[config.mk]
export PLATFORM = sky130hd
export DESIGN_NAME = nv_detector
export DESIGN_NICKNAME = d
export VERILOG_FILES = /design/src/rtl/nv_detector.sv
export SDC_FILE = /design/constraint.sdc
export NUM_CORES = 1
export LEC_CHECK = 0
export CELL_PAD_IN_SITES_DETAIL_PLACEMENT = 1
export CELL_PAD_IN_SITES_GLOBAL_PLACEMENT = 1
export CORE_ASPECT_RATIO = 0.5
export CORE_MARGIN = 2
export CORE_UTILIZATION = 29
export CTS_CLUSTER_DIAMETER = 120
export DETAILED_ROUTE_END_ITERATION = 16
export PLACE_DENSITY_LB_ADDON = 0.1
export SYNTH_ARGS = -nofsm -noshare
export SYNTH_HDL_FRONTEND = slang
export SYNTH_SLANG_ARGS = --single-unit
[constraint.sdc]
create_clock -name clk -period 4.1 [get_ports clk]
set_input_delay 0.615 -clock clk [delete_from_list [all_inputs] [get_ports clk]]
set_output_delay 0.615 -clock clk [all_outputs]
set_load 0.1 [all_outputs]
[src/rtl/nv_detector.sv]
// NV threshold detector: manual and self-adjusting CFAR compare on the ADC sample stream.
// Define NV_INTEG_EN to average each 2^LOG_N samples into one detection event.
module nv_detector #(
  parameter int DW    = 16,
  parameter int LOG_N = 2,
  parameter int WIN   = 1024
) (
  input  logic          clk,
  input  logic          reset,
  input  logic          sample_valid,
  input  logic [DW-1:0] sample,
  input  logic [DW-1:0] thresh_manual,
  input  logic          cfar_en,
  input  logic [15:0]   cfar_pf,
  input  logic [DW-1:0] cfar_step,
  output logic          det_valid,
  output logic          streama,
  output logic          streamb,
  output logic [DW-1:0] cfar_thresh,
  output logic [15:0]   stat_cfar,
  output logic          cfar_update
);

  localparam logic [15:0] WIN16 = 16'(WIN);

  if (LOG_N < 1) begin : g_log_n_chk
    $error("nv_detector: LOG_N must be >= 1");
  end
  if (WIN < 1 || WIN > 65535) begin : g_win_chk
    $error("nv_detector: WIN must be in 1..65535");
  end

  typedef enum logic [1:0] {
    S_IDLE   = 2'd0,
    S_RUN    = 2'd1,
    S_UPDATE = 2'd2
  } state_t;

  state_t r_state;
  state_t w_state_nxt;

  logic          w_evt;
  logic [DW-1:0] w_x;
  logic          w_hit_man;
  logic          w_hit_cfar;
  logic [15:0]   r_wc;
  logic [15:0]   r_hc;
  logic [15:0]   w_wc_inc;
  logic [15:0]   w_hc_inc;
  logic [DW-1:0] w_thresh_adj;

  function automatic logic [DW-1:0] sat_add(input logic [DW-1:0] a, input logic [DW-1:0] b);
    logic [DW:0] s;
    s = {1'b0, a} + {1'b0, b};
    return s[DW] ? {DW{1'b1}} : s[DW-1:0];
  endfunction

  function automatic logic [DW-1:0] sat_sub(input logic [DW-1:0] a, input logic [DW-1:0] b);
    return (a < b) ? '0 : (a - b);
  endfunction

`ifdef NV_INTEG_EN
  logic [DW+LOG_N-1:0] r_acc;
  logic [DW+LOG_N-1:0] w_sum;
  logic [LOG_N-1:0]    r_icnt;

  assign w_sum = r_acc + {{LOG_N{1'b0}}, sample};
  assign w_evt = sample_valid && (r_icnt == {LOG_N{1'b1}});
  assign w_x   = DW'(w_sum >> LOG_N);

  // Integration stage: accumulate until the 2^LOG_N-th sample, then restart
  always_ff @(posedge clk or posedge reset) begin
    if (reset) begin
      r_acc  <= '0;
      r_icnt <= '0;
    end else if (sample_valid) begin
      r_acc  <= w_evt ? '0 : w_sum;
      r_icnt <= r_icnt + 1'b1;
    end
  end
`else
  assign w_evt = sample_valid;
  assign w_x   = sample;
`endif

  assign w_hit_man  = w_x > thresh_manual;
  assign w_hit_cfar = w_x > cfar_thresh;
  assign w_wc_inc   = r_wc + 16'd1;
  assign w_hc_inc   = r_hc + {15'd0, w_hit_cfar};

  always_comb begin
    w_thresh_adj = cfar_thresh;
    if (r_hc > cfar_pf)
      w_thresh_adj = sat_add(cfar_thresh, cfar_step);
    else if (r_hc < cfar_pf)
      w_thresh_adj = sat_sub(cfar_thresh, cfar_step);
  end

  always_ff @(posedge clk or posedge reset) begin
    if (reset) r_state <= S_IDLE;
    else       r_state <= w_state_nxt;
  end

  // A window can close again straight out of UPDATE only when WIN is 1
  always_comb begin
    w_state_nxt = r_state;
    case (r_state)
      S_IDLE:   if (cfar_en) w_state_nxt = S_RUN;
      S_RUN: begin
        if (!cfar_en)                        w_state_nxt = S_IDLE;
        else if (w_evt && w_wc_inc == WIN16) w_state_nxt = S_UPDATE;
      end
      S_UPDATE: begin
        if (!cfar_en)                    w_state_nxt = S_IDLE;
        else if (w_evt && WIN16 == 16'd1) w_state_nxt = S_UPDATE;
        else                             w_state_nxt = S_RUN;
      end
      default:  w_state_nxt = S_IDLE;
    endcase
  end

  // Output stage: compares use the threshold before any same-cycle update
  always_ff @(posedge clk or posedge reset) begin
    if (reset) begin
      det_valid   <= 1'b0;
      streama     <= 1'b0;
      streamb     <= 1'b0;
      cfar_update <= 1'b0;
    end else begin
      det_valid   <= w_evt;
      cfar_update <= (r_state == S_UPDATE);
      if (w_evt) begin
        streama <= w_hit_man;
        streamb <= w_hit_cfar;
      end
    end
  end

  // CFAR stage: window counting and per-window threshold step
  always_ff @(posedge clk or posedge reset) begin
    if (reset) begin
      cfar_thresh <= '0;
      stat_cfar   <= '0;
      r_wc        <= '0;
      r_hc        <= '0;
    end else begin
      case (r_state)
        S_IDLE: begin
          if (cfar_en) begin
            cfar_thresh <= thresh_manual;
            r_wc        <= '0;
            r_hc        <= '0;
          end
        end
        S_RUN: begin
          if (!cfar_en) begin
            r_wc <= '0;
            r_hc <= '0;
          end else if (w_evt) begin
            r_wc <= w_wc_inc;
            r_hc <= w_hc_inc;
          end
        end
        S_UPDATE: begin
          stat_cfar   <= r_hc;
          cfar_thresh <= w_thresh_adj;
          r_wc        <= w_evt ? 16'd1 : 16'd0;
          r_hc        <= (w_evt && w_hit_cfar) ? 16'd1 : 16'd0;
        end
        default: begin
          r_wc <= '0;
          r_hc <= '0;
        end
      endcase
    end
  end

endmodule

# Word level (Yosys, flattened, before mapping)
# Cells that the tools add are included.
# totals
register_bits	70
out_inout_bits	36
# op_classes
add_sub_neg	4
reduce_logical	7
eq_ne	7
n_mux	20
magnitude_cmp	5
# op_table
cell	count
2-to-1 mux 16 bit	10
one-hot mux 16 bit (3 select lines)	2
> comparator 16 bit	3
< comparator 16 bit	2
one-hot mux 16 bit (2 select lines)	1
adder 16 x 16 -> 17 bit	1
adder 16 x 1 -> 16 bit	1
adder 16 x 1 -> 16 bit (second input constant)	1
equality test 16 x 11 -> 1 bit (second input constant)	1
subtractor 16 bit	1
inequality test 3 bit (second input constant)	3
2-to-1 mux 2 bit	3
one-hot mux 2 bit (3 select lines)	1
AND reduction 2 bit	2
2-to-1 mux 1 bit	3
AND reduction 3 bit	1
equality test 2 x 1 -> 1 bit (second input constant)	1
equality test 2 bit (second input constant)	1
logical AND 1 bit	2
zero test 2 bit	1
inequality test 2 bit (second input constant)	1
nonzero test 2 bit	1

# Depth between registers and ports, before layout
# Gate-level depths: netlist of run 1.
# depth
ltp_word	6
depth_mapped	16
ltp_nobuf	16

# Worst setup path after synthesis of run 1
# OpenSTA, ideal clock, no wires.
# synth_timing
path_kind	register to register
from	register cfar_thresh[1]
to	register r_hc[14]
arrival_ns	3.642
slack_ns	0.379
path_buffers	0
stages_incl_launch_ff	16
setup_time_ns	0.079
period_less_slack_ns	3.721
cell_sequence	dfrtp_1 > inv_1 > ha_1 > nand3_1 > o221ai_1 > a21o_1 > a21oi_1 > o21ai_0 > a21oi_1 > a21oi_1 > ha_1 > and4_1 > nand3_1 > or2_1 > or3_1 > a21oi_1
# synth_via
elab_chain_cells	5
# synth_rtl
item	line	rtl
start: declaration	19	output logic [DW-1:0] cfar_thresh,
start signal: assignment	150	cfar_thresh <= thresh_manual;
start signal: assignment	166	cfar_thresh <= w_thresh_adj;
> comparator 16 bit	87	assign w_hit_cfar = w_x > cfar_thresh;
named net w_hit_cfar	45	logic w_hit_cfar;
adder 16 x 1 -> 16 bit	89	assign w_hc_inc = r_hc + {15'd0, w_hit_cfar};
2-to-1 mux 16 bit	159	end else if (w_evt) begin
2-to-1 mux 16 bit	156	if (!cfar_en) begin
one-hot mux 16 bit (3 select lines)	147	case (r_state)
end signal: assignment	161	r_hc <= w_hc_inc;
end signal: assignment	168	r_hc <= (w_evt && w_hit_cfar) ? 16'd1 : 16'd0;
end: declaration	47	logic [15:0] r_hc;
# The timed path passes the listed nets, and every way through them passes these cells. The select of a mux whose other input is x is not followed.
# A chain may end at the register's enable or synchronous reset.

# Final worst setup path of run 1
# layout_timing
from	input sample[3]
to	register r_hc[14]
# layout_via
elab_chain_cells	5
# layout_rtl
item	line	rtl
start: declaration	11	input logic [DW-1:0] sample,
> comparator 16 bit	87	
named net w_hit_cfar	45	
adder 16 x 1 -> 16 bit	89	
2-to-1 mux 16 bit	159	
2-to-1 mux 16 bit	156	
one-hot mux 16 bit (3 select lines)	147	
# The timed path passes the listed nets, and every way through them passes these cells. The select of a mux whose other input is x is not followed.

==> impl_metrics.yaml, run 1 <==
outcome:
  outcome: "finished, final reports clean"
sta:
  grt_setup_unrepaired: "false"
  setup_viol: 0
  fmax_mhz: 271.7
  slew_violations: 0
  finalWorstSetupSlack_ns: 0.4189
  worst_slew_pin_slew_ns: 1.010
  post-route-min-period_ns: 3.681
  period_share_pct: 89.78
  finalHoldViolCount: 0
  slew_headroom_pct: 32.44
  final.setup_skew_ns: 0.007385
  totalNegativeSetupSlack_ns: 0
pwr:
  netSwitchingPower_mw: 2.433
  power_frac_comb_pct: 61.5
  power_density_nw_per_um2: 586.4
  p_leak_nw: 3.686
  vdd_drop_max_mv: 0.4172
  p_int_mw: 2.360
  sw_frac_of_total_pct: 50.76
  power_frac_clock_pct: 18.3
  p_seq_share_pct: 20.2
drt:
  drc: 0
  vias_per_cell: 5.132
  drt_first_pass_iters: 4
  vias: 6086
  ant_nets: 0
  routedWlPerCell_um: 17.32
  drt_iter0_markers: 216
  routed_wl_um: 20550
global_route:
  overflow: 0
  grt_pass1_wl_um: 33450
  grt_pass1_vias: 6293
  antenna_found_initial: 0
  track_usage_pct: 17.81
  grt_max_degree: 31
hold_path:
  hold_class: "reg -> reg"
  hp-start: "streamb$_DFFE_PP0P_"
clocking:
  cts_setup_buffers: 0
  clockBufferDepth: 2
  cts_sinks: 70
  clkLatencyLatePin_ns: 0.34
  clkSlewWorstSetupHoldPaths_ns: 0.06
  cts-htree-levels: 3
  cts_tree: "yes"
  holdBufCountCts: 0
  cts_made_buffers: 9
  cts-resized-gates: 0
  cts-root-buf: "clkbuf_16"
setup_path:
  reg2regPathDepth: 15
  r2r-start: "cfar_thresh[3]$_DFFE_PP0P_"
  worst_ep_arrival_time_ns: 3.94
  startpoint_type: "input pin"
  crit_type: "in -> reg"
  critPathCaptureType: "register"
  r2r_slack_ns: 0.56
  cp.required_ns: 4.36
  worst-path-max-fanout: 4
  path_cells: "clkdlybuf4s50_1 > ha_1 > nand3_1 > o221ai_1 > a21o_1 > a21oi_1 > o21ai_0 > a21oi_1 > a21oi_1 > ha_1 > and4_1 > nand3_1 > or2_1 > or3_1 > a21oi_1"
  r2r-end: "r_hc[14]$_DFFE_PP0P_"
  slowest_delay_ns: 0.43
  crit_path_start: "sample[3]"
  cp_common_cell: "a21oi_1"
  crit_slowest_cell: "clkdlybuf4s50_1"
  critPathCapture: "r_hc[14]$_DFFE_PP0P_"
finish:
  seq_area_sq_um: 1752
  nNetsFinal: 1039
  syn2layout_area_growth_pct: 26.66
  fillCellCount: 2568
  multi_input_area_sq_um: 4217
  antenna_cells: 0
  final_cell_area_sq_um: 8173
  drive_above_1_share_pct: 7.901
synthesis:
  ys_warn_count: 0
  ys_seq_area_share_pct: 27.15
  ys_types: 71
  postSynthCellCount: 784
  synth-edff-count: 0
  syn_area_sq_um: 6452
  synth_top_cell_area_share_pct: 27.15
  syn-num-nets: 942
  avgSynthCellArea_sq_um: 8.230
  yosys.area.top_type: "dfrtp_1"
  synth_flop_cell: "dfrtp_1"
  synth_area_leaders: "dfrtp_1 27%, ha_1 17%, a21oi_1 5.4%"
  synth-seq-cells: 70
  async_flop_share_pct: 100.0
die:
  dieArea_sq_um: 23530
  start_util_pct: 29.70
  die_w_um: 215.0
  rows: 38
  die-height_um: 109.5
  core_region_area_sq_um: 21730
  num_io_pins: 104
place:
  placed_area_sq_um: 7840
  hpwlAfterDp_um: 16390
  io_buffer_count: 103
  post-place-ws_ns: 0.09352
  place.gp.congestion: 0.8223
flow_run:
  cap_violations: 0
## how the worst min path moves through the flow
stage                          endpoint  slack, ns  cells past startpoint
2_1_floorplan      r_wc[12]$_DFFE_PP0P_       0.49                      1
3_3_place_gp   stat_cfar[1]$_DFFE_PP0P_       0.49                      1
3_5_place_dp   stat_cfar[5]$_DFFE_PP0P_       0.50                      1
4_1_cts        stat_cfar[5]$_DFFE_PP0P_       0.51                      1
5_1_grt        stat_cfar[5]$_DFFE_PP0P_       0.53                      1
6_report            streamb$_DFFE_PP0P_       0.51                      1
## per-stage QoR
step                util, %  hold slack [ns]  cells  total power [mW]
floorplan                 -           0.4927    784             3.063
global placement      36.08           0.4928   1170             3.914
detailed placement    36.08           0.4992   1170             3.935
CTS                   37.61           0.5131   1186             4.840
global route          37.61           0.5319   1186             5.161
finish                37.61           0.5079   1186             4.792
## worst max-delay path, delay by kind of cell
family	cells	cell delay, ns
compound gates	7	1.11
fa+ha+maj	2	0.58
buf+inv	1	0.43
simple gates	5	1.19
## cells in the mapped netlist (3+ instances only)
| cell type | n |
|---|---|
| inv_1 | 89 |
| ha_1 | 88 |
| a21oi_1 | 70 |
| dfrtp_1 | 70 |
| nor2_1 | 52 |
| o21ai_0 | 51 |
| nand2_1 | 42 |
| nor3_1 | 28 |
| nand4_1 | 22 |
| clkbuf_1 | 20 |
| nand3_1 | 19 |
| mux2_2 | 18 |
| o21ai_1 | 15 |
| xor2_1 | 12 |
| buf_2 | 11 |
| o21a_1 | 11 |
| a21o_1 | 10 |
| nand2b_1 | 9 |
| or3_1 | 9 |
| a221o_1 | 7 |
| a31oi_1 | 7 |
| and3_1 | 7 |
| nor2b_1 | 7 |
| o31ai_1 | 7 |
| xnor2_1 | 7 |
| o211ai_1 | 6 |
| o221ai_1 | 6 |
| and4_1 | 5 |
| nor4_1 | 5 |
| o41ai_1 | 5 |
| a211oi_1 | 4 |
| o22ai_1 | 4 |
| a211o_1 | 3 |
| inv_2 | 3 |
| o2111ai_1 | 3 |
| o31a_1 | 3 |
## routing by layer
layer / up-vias / part of all wire [%] / track usage [%]
li1: 3036 / - / -
met1: 2990 / 49 / 23.77
met3: 10 / 1.9 / 2.102
met4: 0 / 0.84 / 3.472
met2: 50 / 48 / 31.46
met5: - / 0 / 0
## layout make-up
type	instances	area share, %
Sequential cell	70	21.43
Clock buffer	10	2.924
Inverter	92	4.225
Timing Repair Buffer	119	14.08
Multi-Input combinational cell	589	51.59
Clock inverter	6	1.148
Tap cell	300	4.593
## flip-flops by register name, indices dropped and copies added, names as in the netlist
register and flops:
cfar_thresh 16, r_wc 16, streamb 1, streama 1, cfar_update 1, det_valid 1
r_hc 16, stat_cfar 16, r_state 2
## power by group through the flow
stage	Sequential [mW]	Clock [mW]	Combinational [mW]
finish	0.966	0.879	2.95
global route	0.989	0.933	3.24
CTS	0.972	0.903	2.97
detailed placement	0.984	0	2.95
global placement	0.982	0	2.93
floorplan	1.52	0	1.55
## cell families after synthesis
kind of cell / count (synthesis) / synth area share (%)
fa+ha+maj: 90 / 17.68
flops: 70 / 27.15
xor+xnor: 19 / 2.579
mux: 19 / 3.296
compound gates: 242 / 24.43
buf+inv: 125 / 7.504
simple gates: 219 / 17.35
## cell usage in the layout, fill, tap and decap left out, drive strengths merged, types with 8 or more instances in the layout
cell | netlist | routed
a21o | 10 | 10
a21oi | 70 | 70
a31oi | 8 | 8
buf | 12 | 16
clkbuf | 21 | 10
clkdlybuf4s50 | 0 | 103
dfrtp | 70 | 70
ha | 88 | 88
inv | 92 | 93
mux2 | 18 | 18
nand2 | 42 | 42
nand2b | 9 | 9
nand3 | 19 | 19
nand4 | 22 | 22
nor2 | 53 | 53
nor2b | 8 | 8
nor3 | 29 | 29
o21a | 11 | 11
o21ai | 66 | 66
or3 | 10 | 10
xor2 | 12 | 12
(Power assumes the default switching activity.)
==> inputs of run 2 (changes only) <==
CORE_MARGIN = 3   (was 2)
SKIP_CTS_REPAIR_TIMING = 1   (was default)
==> run 2 against run 1 <==
First-iteration DRC count rose by 21%. Setup slack gained 0.050 ns. Die area up 2.8%. Total power rose by 0.76%. Clock power grew 1%. Utilization is 0.84 points higher. Critical endpoint unchanged. Largest power group unchanged.
==> impl_metrics.yaml, run 2 (synthesis results as in run 1) <==
outcome:
  outcome: "finished, final reports clean"
finish:
  nNetsFinal: 1038
  final_cells: 1177
  multi_input_area_sq_um: 4217
  seq_area_sq_um: 1752
  fin_util_pct: 38.46
  layout_common_cells: "103 x clkdlybuf4s50_1, 88 x inv_1, 88 x ha_1"
  drive_above_1_share_pct: 7.797
  syn2layout_area_growth_pct: 26.37
  final_common_cell: "clkdlybuf4s50_1"
  antenna_cells: 0
  fillCellCount: 2536
sta:
  hold_slack_ns: 0.5068
  fmax_mhz: 275.4
  finalHoldViolCount: 0
  period_share_pct: 88.56
  slew_violations: 0
  worst_slew_pin_slew_ns: 0.9984
  totalNegativeSetupSlack_ns: 0
  post-route-min-period_ns: 3.631
  final.setup_skew_ns: 0.005185
  slew_headroom_pct: 33.23
  grt_setup_unrepaired: "false"
  setup_viol: 0
pwr:
  vdd_drop_max_mv: 0.3630
  total_power_mw: 4.829
  p_leak_nw: 3.684
  power_density_nw_per_um2: 592.2
drt:
  drt_first_pass_iters: 4
  ant_nets: 0
  vias: 6184
  vias_per_cell: 5.254
  drc: 0
  routedWlPerCell_um: 17.99
  drt_iter0_markers: 261
  routed_wl_um: 21180
hold_path:
  hold_class: "reg -> reg"
setup_path:
  startpoint_type: "input pin"
  worst_ep_arrival_time_ns: 3.90
  crit_type: "in -> reg"
  cp.required_ns: 4.37
  worst-path-max-fanout: 4
  critPathCaptureType: "register"
clocking:
  clkLatencyLatePin_ns: 0.35
  cts-root-buf: "clkbuf_16"
  cts-htree-levels: 3
  clkSlewWorstSetupHoldPaths_ns: 0.06
  cts_sinks: 70
  cts_tree: "yes"
  cts_made_buffers: 9
  clockBufferDepth: 2
global_route:
  track_usage_pct: 17.66
  grt_max_degree: 37
  antenna_found_initial: 0
  grt_pass1_wl_um: 34800
  overflow: 0
  grt_pass1_vias: 6552
flow_run:
  cap_violations: 0
die:
  start_util_pct: 30.43
  die_w_um: 217.0
  dieArea_sq_um: 24180
  die-height_um: 111.5
  num_io_pins: 104
  core_region_area_sq_um: 21200
  rows: 37
place:
  dp_cells: 1161
  io_buffer_count: 103
  hpwlAfterDp_um: 16820
  place.gp.congestion: 0.7874
## run 2: cell count changes in the layout (fill, tap and decap cells not counted), sizes merged
cell,before,now
clkbuf,10,9
inv,93,94
clkinv,2,3
buf,16,15
clkinvlp,1,0
## run 2: stage by stage
step / setup WS [ns] / area (sq um)
after floorplan: 0.3794 / 6452
after global placement: 0.2430 / 7823
after detailed placement: 0.1332 / 7823
after CTS: 0.4690 / 8154
after global routing: 0.1024 / 8154
final: 0.4691 / 8154
## run 2: layout make-up
cell class,count,share of cell area (%)
multi-input cells,589,51.71
flip-flops and latches,70,21.48
repair buffers,118,14.02
well taps,292,4.481
inverters,92,4.235
clock buffers,9,2.762
clock inverters,7,1.304
## run 2: worst paths after layout
check | end | slack [ns] | startpoint | depth (start not counted)
min in group asynchronous | stat_cfar[6]$_DFFE_PP0P_ | 0.71 | reset | 2
max in group asynchronous | r_hc[6]$_DFFE_PP0P_ | 2.58 | reset | 3
worst max register to register | r_hc[14]$_DFFE_PP0P_ | 0.60 | cfar_thresh[3]$_DFFE_PP0P_ | 15
worst min register to register | stat_cfar[0]$_DFFE_PP0P_ | 0.51 | stat_cfar[0]$_DFFE_PP0P_ | 1
worst min-delay path | stat_cfar[0]$_DFFE_PP0P_ | 0.51 | stat_cfar[0]$_DFFE_PP0P_ | 1
worst max-delay path | r_hc[14]$_DFFE_PP0P_ | 0.47 | sample[2] | 15
## run 2: power by group
part           leakage [nW]  total (mW)  internal, mW  switching [mW]
clock                 0.162       0.890         0.542           0.347
sequential            0.936       0.972         0.788           0.184
combinational          2.59        2.97          1.02            1.95
total                  3.68        4.83          2.35            2.48
## run 2: critical path, stage by stage
cell and delay [ns]:
clkdlybuf4s50_1 0.44, ha_1 0.32, nand3_1 0.10, o221ai_1 0.20
a21o_1 0.14, a21oi_1 0.06, o21ai_0 0.18, a21oi_1 0.09
a21oi_1 0.29, ha_1 0.27, and4_1 0.28, nand3_1 0.15
or2_1 0.29, or3_1 0.34, a21oi_1 0.15
## run 2: layer usage
layer / routed length [um] / track usage [%]
met1: 10270 / 23.15
met2: 10380 / 31.36
met3: 380 / 2.591
met4: 148 / 3.125
met5: 0 / 0
==> inputs of run 3 (changes only) <==
ABC_CLOCK_PERIOD_IN_PS = 4100   (was default)
==> results of run 3 <==
Final layout, timing and power as in run 2 (identical DEF).
